==> config.mk <==
export PLATFORM = sky130hd
export DESIGN_NAME = pokey_pot_scanner
export DESIGN_NICKNAME = d
export VERILOG_FILES = /design/src/rtl/pokey_pot_scanner.sv
export SDC_FILE = /design/constraint.sdc
export NUM_CORES = 1
export LEC_CHECK = 0
export ABC_AREA = 1
export CAP_MARGIN = 20
export CORE_MARGIN = 1.5
export CORE_UTILIZATION = 40
export CTS_CLUSTER_DIAMETER = 100
export DETAILED_ROUTE_END_ITERATION = 10
export PLACE_DENSITY_LB_ADDON = 0.12
export SYNTH_ARGS = -nofsm -noshare
export SYNTH_HDL_FRONTEND = slang
export SYNTH_SLANG_ARGS = --single-unit
==> constraint.sdc <==
create_clock -name clk -period 1.8 [get_ports clk]
set_input_delay 0.27 -clock clk [delete_from_list [all_inputs] [get_ports clk]]
set_output_delay 0.27 -clock clk [all_outputs]
set_load 0.1 [all_outputs]
==> src/rtl/pokey_pot_scanner.sv <==
// POKEY paddle scan engine: counts scan lines after POTGO and latches, per pot,
// the line count at which its comparator input rose. Exposes POTn and ALLPOT.

module pokey_pot_lane #(
  parameter int CNT_W = 8
) (
  input  logic             clk,
  input  logic             reset_n,
  input  logic             arm,
  input  logic             step,
  input  logic             at_max,
  input  logic             pot_in,
  input  logic [CNT_W-1:0] cnt,
  output logic             active,
  output logic [CNT_W-1:0] val
);
  logic             active_q, active_d;
  logic [CNT_W-1:0] val_q, val_d;

  // At terminal count cnt already equals POT_MAX, so latching cnt covers both cases.
  always_comb begin
    active_d = active_q;
    val_d    = val_q;
    if (arm) begin
      active_d = 1'b1;
    end else if (step && active_q && (at_max || pot_in)) begin
      val_d    = cnt;
      active_d = 1'b0;
    end
  end

  always_ff @(posedge clk or negedge reset_n) begin
    if (!reset_n) begin
      active_q <= 1'b0;
      val_q    <= '0;
    end else begin
      active_q <= active_d;
      val_q    <= val_d;
    end
  end

  assign active = active_q;
  assign val    = val_q;
endmodule

module pokey_pot_scanner #(
  parameter int POT_MAX = 228,
  parameter int CNT_W   = 8
) (
  input  logic             clk,
  input  logic             reset_n,
  input  logic             enable_179,
  input  logic             enable_15,
  input  logic             fast_mode,
  input  logic             potgo,
  input  logic [7:0]       pot_in,
  input  logic [2:0]       pot_sel,
  output logic [CNT_W-1:0] pot_value,
  output logic [7:0]       allpot,
  output logic             pot_reset,
  output logic             scanning
);
  localparam int NUM_LANES = 8;

  typedef enum logic {IDLE, SCAN} state_t;

  state_t                                state_q, state_d;
  logic [CNT_W-1:0]                      cnt_q, cnt_d;
  logic                                  tick, step, at_max;
  logic [NUM_LANES-1:0][CNT_W-1:0]       pot_reg;

  assign tick   = fast_mode ? enable_179 : enable_15;
  // potgo pre-empts a coincident tick: no latch, no increment that cycle.
  assign step   = (state_q == SCAN) && tick && !potgo;
  assign at_max = (cnt_q == CNT_W'(POT_MAX));

  always_comb begin
    state_d = state_q;
    cnt_d   = cnt_q;
    if (potgo) begin
      state_d = SCAN;
      cnt_d   = '0;
    end else if (step) begin
      if (at_max) state_d = IDLE;
      else        cnt_d   = cnt_q + CNT_W'(1);
    end
  end

  always_ff @(posedge clk or negedge reset_n) begin
    if (!reset_n) begin
      state_q <= IDLE;
      cnt_q   <= '0;
    end else begin
      state_q <= state_d;
      cnt_q   <= cnt_d;
    end
  end

  for (genvar i = 0; i < NUM_LANES; i++) begin : g_lane
    pokey_pot_lane #(.CNT_W(CNT_W)) u_lane (
      .clk     (clk),
      .reset_n (reset_n),
      .arm     (potgo),
      .step    (step),
      .at_max  (at_max),
      .pot_in  (pot_in[i]),
      .cnt     (cnt_q),
      .active  (allpot[i]),
      .val     (pot_reg[i])
    );
  end

  assign pot_value = pot_reg[pot_sel];
  assign scanning  = (state_q == SCAN);
  assign pot_reset = (state_q == IDLE);
endmodule
# Yosys cells after proc, flatten, opt, wreduce, memory -nomap -nowiden
# Cells that the tools add are included.
dict set report word_totals {
  regBits 81
  out_inout_bits 18
}
dict set report op_classes {
  add_sub_neg 1
  order_cmp 1
  eq_ne 2
  n_mux 25
  bitwise_logic 2
  n_reduce_logical 47
}
# op n
set op_table {}
lappend op_table {{2-to-1 mux 8 bit} 4}
lappend op_table {{binary-select mux 8 bit (select 3 bit)} 1}
lappend op_table {{2-to-1 mux 1 bit} 20}
lappend op_table {{AND reduction 2 bit} 10}
lappend op_table {{nonzero test 2 bit} 10}
lappend op_table {{logical AND 1 bit} 18}
lappend op_table {{adder 8 x 1 -> 8 bit, second input constant} 1}
lappend op_table {{== test 8 bit, second input constant} 1}
lappend op_table {{logical OR 1 bit} 8}
lappend op_table {{< comparator 3 x 4 -> 1 bit, second input constant} 1}
lappend op_table {{inequality test 2 bit, second input constant} 1}
lappend op_table {{inverter 1 bit} 2}
lappend op_table {{logical NOT 1 bit} 1}

# Depth between registers and ports, before layout
# Gate-level depths: netlist of run 1.
dict set report depth {
  ltp_word 7
  depth_mapped 11
  ltp_nobuf 9
}

# Modules after synthesis
# A second synthesis of run 1 with hierarchy kept.
dict set report unflattened {
  hier_cells 560
  area_unflattened_um2 4380.5
}
# module n_inst cells_each area_each_um2
set by_module_without_submodules {}
lappend by_module_without_submodules {pokey_pot_lane 8 44 397.9}
lappend by_module_without_submodules {pokey_pot_scanner 1 208 1197.4}

# Least setup slack after synthesis of run 1
# OpenSTA, ideal clock, no wires.
dict set report synth_timing {
  kind {register to register}
  from {register state_q, in the netlist scanning}
  to {register state_q, in the netlist scanning}
  setup_time_ns 0.088
  t_arrival_ns 1.912
  required_ns 1.712
  path_slack_ns -0.200
  path_stages_with_launch 3
  synth_period_minus_slack_ns 2.000
  path_cell_list {dfrtp_1 > inv_1 > a21oi_1}
}
dict set report synth_via {
  elab_chain_cells 4
}
# item line_no
set synth_rtl {}
lappend synth_rtl {{from (decl)} 67} ;# state_t state_q, state_d;
lappend synth_rtl {{from (signal assigned)} 94} ;# state_q <= state_d;
lappend synth_rtl {{logical AND 1 bit (2 in series)} 74} ;# assign step = (state_q == SCAN) && tick && !potgo;
lappend synth_rtl {{nonzero test 2 bit (no line)} -}
lappend synth_rtl {{AND reduction 2 bit (no line)} -}
# Every way passes these cells.
# A chain may end at the register's enable or synchronous reset.

# Final worst setup path of run 1
dict set report layout_timing {
  from {register g_lane[6].u_lane.val_q[0]}
  to {output port pot_value[0]}
}
dict set report layout_via {
  elab_chain_cells 2
}
# item line_no
set layout_rtl {}
lappend layout_rtl {{from (decl)} 18} ;# logic [CNT_W-1:0] val_q, val_d;
lappend layout_rtl {{from (signal assigned)} 38} ;# val_q <= val_d;
lappend layout_rtl {{binary-select mux 8 bit (select 3 bit)} 113} ;# assign pot_value = pot_reg[pot_sel];
lappend layout_rtl {{2-to-1 mux 8 bit (not written as such)} 113}
lappend layout_rtl {{to (decl)} 58} ;# output logic [CNT_W-1:0] pot_value,
# Every way passes these cells. The select of a mux whose other input is x is not followed.

==> summary by stage, run 1 <==
Logic synthesis
The Yosys step of the flow raised 0 warnings. Each instance of the synthesized netlist takes up on average 8.068 sq um. In this run, synthesis inferred 0 flip-flops with an integrated enable. The main flop type after synthesis is sky130_fd_sc_hd__dfrtp_1. The dominant cell type by area after synthesis is sky130_fd_sc_hd__dfrtp_1.

The synthesized design contains 81 register bits. The share of the synthesized area in the top cell type is 46.52%. After synthesis the cells add up to 0.004357 sq mm. Sorting the synthesized cells by how often they occur yields sky130_fd_sc_hd__nand2_1 (186), sky130_fd_sc_hd__dfrtp_1 (81), sky130_fd_sc_hd__nand3_1 (73), sky130_fd_sc_hd__nor2_1 (48), sky130_fd_sc_hd__o21ai_0 (32). Yosys attributes the largest share of cell area to sky130_fd_sc_hd__dfrtp_1 (47%), sky130_fd_sc_hd__nand2_1 (16%), sky130_fd_sc_hd__nand3_1 (8.4%).

The number of distinct library cells after synthesis is 27. Sequential elements use 46.52% of the synthesized area. The number of instances in the synthesized netlist is 540.

The most common cell in the netlist is sky130_fd_sc_hd__nand2_1. For this run, asynchronously set or reset flops after synthesis account for 100.0%. The synthesized net count is 559.

Setup path
Along the worst path, the maximum fanout reaches 2. The startpoint identified for the worst register-to-register timing path is cnt_q[0]. Across all register-to-register paths, the minimum setup slack is 0.16 ns.

The setup path with the least slack is of type reg2out. The worst setup path is captured at an output port. The capture instance of the worst register-to-register path is g_lane[3].u_lane.val[7]. The critical path startpoint is g_lane[6].u_lane.val[0]. The worst path arrival time is 1.41 ns. The critical path data required time is 1.53 ns. STA classifies the critical path startpoint as a flip-flop.

The most critical setup path has its endpoint at pot_value[0]. The worst register-to-register path has a depth of 9.

Global routing
The first global-routing pass estimated 19.73 mm of wire. Summed over all layers, the global routing overflow is 0. The initial antenna violation count came to 0.

Entering global routing, the biggest net connects 33 pins. The via count of the first global-routing pass is 3,678. Global routing consumed, over all layers together, 22.63% of the routing resources.

Pwr
The share of total power dissipated in combinational logic is 21.9%. The leakage component of the power is 2.827 nW. The overall power consumption is 4.475 mW. The relative contribution of the clock network to total power is 34.1%.

The power density over cell area is 824.9 mW/mm^2. The net switching component of the power is 1.437 mW. The total internal power is 3.038 mW. The worst-case IR drop observed on VDD is 0.4526 mV. The share of total power dissipated in sequential elements is 44.0%. Net switching is 32.12% of the power.

Clock tree
Once the clock tree was built, the setup fixing pass inserted 0 buffers. After clock tree synthesis, the clock-pin slew on the worst setup and hold paths is 0.09 ns. Counting along the longest clock path gives a buffer depth of 2. For this design, the sink count on the clock tree is 81. In this run the clock root is driven by a sky130_fd_sc_hd__clkbuf_8. The TritonCTS clock tree is done.

The number of clock buffers inserted by TritonCTS is 9. The clock tree synthesis step divided the H-tree into 3 levels. The insertion delay to the later sink of the worst-skew pair is 0.36 ns.

Routing
The number of vias per cell is 5.145. For this run, the detailed router's first-pass iteration total came to 5. The detailed router finished its first iteration with 316 violations. The routed via count is 3,720. The residual DRC count is 0. The routed wirelength normalized by instance count is 16.40 um. The aggregate routed wire length is 11.86 mm. Once detail routing completed, the nets flagged for antenna violations numbered 0.

STA
Static timing analysis puts the maximum clock frequency at 593.9 MHz. Headroom to the max-slew limit came out at 78.28%. In the final timing run, aggregate negative setup slack is 0 ns. The worst hold slack is 0.3363 ns. The worst-case clock skew is 0.007412 ns. The worst setup margin is 0.1163 ns. The number of endpoints with negative hold slack in the final report is 0. The shortest clock period the worst path allows after layout is 1.684 ns.

The final worst-path cycle share is 93.54%. Setup repair after global routing left no endpoint under its margin. The final max-slew violation count is 0. The number of failing setup endpoints in the final timing report is 0.

At the pin with the least slew margin, the transition time is 0.3258 ns.

Cells and area
The count of nets after finishing is 601. The multi-input combinational cell area is 0.002057 sq mm. The number of antenna diodes in the final layout is 0.

The area of all sequential standard cells is 0.002028 sq mm. The fraction of the core area covered by cells at the end of the flow is 51.85%. After filler insertion, the fill cell instance count of the layout stands at 1,037. Relative to the synthesized area, the layout overhead comes to 24.53%. The share of post-route cells with drive strength above 1 is 17.04%.

Die
The die span in x is 107.4 um. The number of top-level design ports is 35. The floorplan die area is 0.01153 sq mm. For this configuration, the core starts out at a cell density of 41.64%.

The core box area is 0.01046 sq mm. In this run the vertical extent of the chip is 107.4 um. The number of rows created at floorplan is 37.

Placed design
Port buffering added 34 buffers. Routability-driven placement finished with a final weighted congestion of 0.8712. The HPWL reported at the end of detailed placement is 8.335 mm.

The worst setup timing slack at the placement stage is -0.1402 ns.

Status
The run finished with clean final reports.

Run
The reported max-cap violation count is 0.

Hold path
The path class of the tightest hold or removal check is in2async.
routing by layer:
layer | track usage [%] | up-vias | part of all wire, %
met2 | 34.39 | 108 | 45
li1 | - | 1828 | -
met4 | 6.015 | 0 | 1.1
met3 | 4.843 | 15 | 6.1
met1 | 32.64 | 1769 | 47
met5 | 0 | - | 0
layout make-up:
class	count	share of cell area (%)
clock buffer	9	2.283
clock inverter	7	1.868
inverter	30	2.237
multi-input combinational	400	37.92
sequential	81	37.38
tap	136	3.137
timing repair buffer	60	15.18
worst min path at each step:
| stage | depth (start not counted) | endpoint | slack [ns] | start |
|---|---|---|---|---|
| finish | 2 | g_lane[0].u_lane.val[6] | 0.34 | reset_n |
| global route | 2 | cnt_q[3] | 0.36 | reset_n |
| CTS | 2 | cnt_q[3] | 0.34 | reset_n |
| detailed placement | 1 | g_lane[0].u_lane.val[6] | 0.19 | reset_n |
| global placement | 1 | g_lane[0].u_lane.val[6] | 0.19 | reset_n |
| floorplan | 0 | cnt_q[0] | -0.03 | reset_n |
through the flow:
step	cells	area (sq um)
6_report	723	5425
3_5_place_dp	704	5150
2_1_floorplan	540	4382
4_1_cts	723	5424
5_1_grt	723	5425
3_3_place_gp	704	5150
sequential cells by signal, indices dropped and copies added (netlist names):
signal and flops:
g_lane.u_lane.active 8, cnt_q 8, g_lane.u_lane.val 64, scanning 1
critical path, stage by stage (launching register included):
cell	delay [ns]
sky130_fd_sc_hd__dfrtp_1	0.38
sky130_fd_sc_hd__o21ai_0	0.10
sky130_fd_sc_hd__o22ai_1	0.21
sky130_fd_sc_hd__nand2_1	0.09
sky130_fd_sc_hd__nand2_2	0.10
sky130_fd_sc_hd__buf_12	0.17
power groups by stage:
stage | sequential (mW) | clock [mW] | combinational (mW)
2_1_floorplan | 1.97 | 0 | 0.636
3_3_place_gp | 2.01 | 0 | 0.965
3_5_place_dp | 2.01 | 0 | 0.971
4_1_cts | 1.97 | 1.55 | 0.985
5_1_grt | 1.98 | 1.63 | 1.05
6_report | 1.97 | 1.52 | 0.980
layout by cell type (no fill, tap or decap), drive strengths merged, types with 2 or more instances in the layout:
master | netlist | routed
clkdlybuf4s50 | 0 | 13
o22ai | 16 | 16
dfrtp | 81 | 81
inv | 30 | 32
a21oi | 8 | 8
buf | 14 | 43
clkinvlp | 0 | 3
nand2 | 203 | 203
nand3 | 74 | 74
o21ai | 37 | 37
bufinv | 0 | 2
ha | 2 | 2
nor2 | 57 | 57
clkbuf | 15 | 10
cells by family after synthesis:
family | Yosys count | share of synthesized area, %
AND/OR/NAND/NOR | 335 | 38.23
buffers and inverters | 59 | 6.835
XOR/XNOR | 1 | 0.2011
AO/OA/AOI/OAI | 62 | 7.639
adder cells (fa/ha/maj) | 2 | 0.5743
flip-flops | 81 | 46.52
repair_timing:
| action | 4_1_cts | 5_1_grt |
|---|---|---|
| setup endpoints to repair | 8 | 56 |
| pin swaps | 1 | 0 |
| gates cloned | 2 | 0 |
| hold buffers | 1 | 0 |
| hold endpoints to repair | 19 | 0 |
| resized for setup | 3 | 4 |
Note: power is estimated with default switching activity, not from simulation.
==> inputs of run 2 (changes only) <==
SETUP_SLACK_MARGIN = 0.05   (was unset)
==> summary by stage, run 2 (synthesis gave the netlist of run 1 again) <==
Status
The run finished with clean final reports.

Clock tree
The clock tree synthesis step divided the H-tree into 3 levels. Counting along the longest clock path gives a buffer depth of 2. CTS placed an instance of sky130_fd_sc_hd__clkbuf_8 at the clock tree root. The insertion delay to the later sink of the worst-skew pair is 0.36 ns.

The TritonCTS clock tree is done. The clock net sink count is 81. After clock tree synthesis, the clock-pin slew on the worst setup and hold paths is 0.09 ns. Buffers inserted during clock tree synthesis total 9.

STA
The worst pin sits at a relative slew slack of 78.35%. The worst-case clock skew is 0.007936 ns. For this run, the top clock speed supported by timing is 598.8 MHz.

Setup repair after global routing could not meet its margin everywhere. The shortest clock period the worst path allows after layout is 1.670 ns. At the pin with the least slew margin, the transition time is 0.3248 ns. The final critical path takes up 92.77% of the cycle. The number of endpoints with negative hold slack in the final report is 0.

The final max-slew violation count came to 0. The number of failing setup endpoints in the final timing report is 0.

Routing
The number of antenna-violating nets in the routed design is 0. The aggregate routed wire length is 11.82 mm. In the routed design, unresolved DRC markers number 0.

For this block, the via count after detailed routing is 3,748. The number of optimization iterations in the first detailed-route pass is 5. Dividing the detail-routed wire length by the instance count gives 16.28 um. The detailed router finished its first iteration with 293 violations. After detailed routing, the number of vias per cell comes to 5.163.

Setup path
The critical path data required time is 1.53 ns. The startpoint type of the worst setup path is a flip-flop. Data arrives at the worst endpoint at 1.40 ns. Of all nets on the critical path, the largest fanout is 2. The worst setup path is captured at an output port. The critical path class is reg2out.

Pwr
The leakage component of the power is 2.840 nW. The overall power consumption is 4.476 mW. The power density over cell area is 821.2 mW/mm^2. The largest voltage drop on the vdd net is 0.4529 mV.

Cells and area
The count of nets after finishing is 604. 0 antenna diodes ended up in the layout. From synthesis to final layout, the design area changed by 25.10%. The register with the most flip-flops in the layout has 64 of them. The most common library cell in the layout ignoring fill and taps is sky130_fd_sc_hd__nand2_1. The count of placed standard cells in the final layout, fillers left out is 726. The share of post-route cells with drive strength above 1 is 17.80%. For this run, the share of the core covered by cells in the final layout is 52.09%.

Leaving out fill and tap cells, the most frequent cells in the layout are sky130_fd_sc_hd__nand2_1 (178), sky130_fd_sc_hd__dfrtp_1 (80), sky130_fd_sc_hd__nand3_1 (73).

Die
The floorplan die area is 0.01153 sq mm. From bottom edge to top edge, the die measures 107.4 um. The die is 107.4 um wide. The region available for standard cell placement spans 0.01046 sq mm. 35 I/O pins were placed. The floorplan has 37 rows. For this configuration, the core starts out at a cell density of 41.64%.

Placed design
The placer congestion estimate is 0.8712. The HPWL reported at the end of detailed placement is 8.335 mm. Counting tap cells, the placed design contains a total of 704 instances. The total of buffers placed on input and output ports is 34.

Global routing
The initial antenna violation count came to 0. The global-route congestion overflow total is 0. Across every metal layer, demand over resource in global routing totals 22.63%. The via count of the first global-routing pass is 3,678. The first-pass GRT wire length is 19.73 mm. Entering global routing, the biggest net connects 33 pins.

Hold path
The path class of the tightest hold or removal check is in2async.

Run
The reported max-cap violation count is 0.
==> run 2: worst paths after layout <==
check	startpoint	to	slack [ns]	cells past startpoint
setup / recovery	g_lane[6].u_lane.val[0]	pot_value[0]	0.13	5
hold / removal	reset_n	g_lane[0].u_lane.val[6]	0.34	2
setup reg to reg	cnt_q[0]	g_lane[1].u_lane.val[3]	0.24	10
hold reg to reg	g_lane[7].u_lane.val[2]	g_lane[7].u_lane.val[2]	0.48	2
max in group asynchronous	reset_n	g_lane[7].u_lane.val[4]	0.91	3
min in group clk	g_lane[7].u_lane.val[2]	g_lane[7].u_lane.val[2]	0.48	2
==> run 2: what timing repair did <==
action,in CTS,in global routing
gates cloned,2,0
pin swaps,1,3
setup endpoints to repair,8,57
resized for setup,4,10
hold endpoints to repair,19,0
hold buffers,1,0
buffers inserted,0,3
==> run 2: routing by layer <==
metal | global-route usage, % | share of wire [%] | vias up
li1 | - | - | 1835
met1 | 32.64 | 47 | 1787
met2 | 34.39 | 46 | 111
met3 | 4.843 | 6.4 | 15
met4 | 6.015 | 1.1 | 0
met5 | 0 | 0 | -
==> run 2: final cells by class <==
type | count | area, sq um
Timing Repair Buffer | 63 | 848.3
Fill cell | 1034 | 5012
Sequential cell | 81 | 2028
Inverter | 30 | 121.4
Clock buffer | 9 | 123.9
Multi-Input combinational cell | 400 | 2057
Clock inverter | 7 | 101.3
Tap cell | 136 | 170.2
==> run 2: where the power goes <==
part           internal [mW]  switching [mW]  leakage [nW]
sequential              1.90          0.0694          1.08
combinational          0.342           0.640          1.65
clock                  0.796           0.728         0.107
total                   3.04            1.44          2.84
==> run 2: critical path, stage by stage, from the launching register on <==
cell                      delay [ns]
sky130_fd_sc_hd__dfrtp_1        0.38
sky130_fd_sc_hd__o21ai_0        0.10
sky130_fd_sc_hd__o22ai_1        0.20
sky130_fd_sc_hd__nand2_1        0.09
sky130_fd_sc_hd__nand2_2        0.10
sky130_fd_sc_hd__buf_12         0.17
==> run 2: stage by stage <==
stage,TNS [ns],hold WS [ns],worst slack (ns),instance area (sq um)
finish,0,0.3373,0.1301,5450
global route,0,0.3581,0.04906,5450
CTS,0,0.3367,0.05611,5425
detailed placement,-0.8531,0.1936,-0.1402,5150
global placement,-0.8548,0.1935,-0.1822,5150
floorplan,0,-0.02559,0.1324,4382
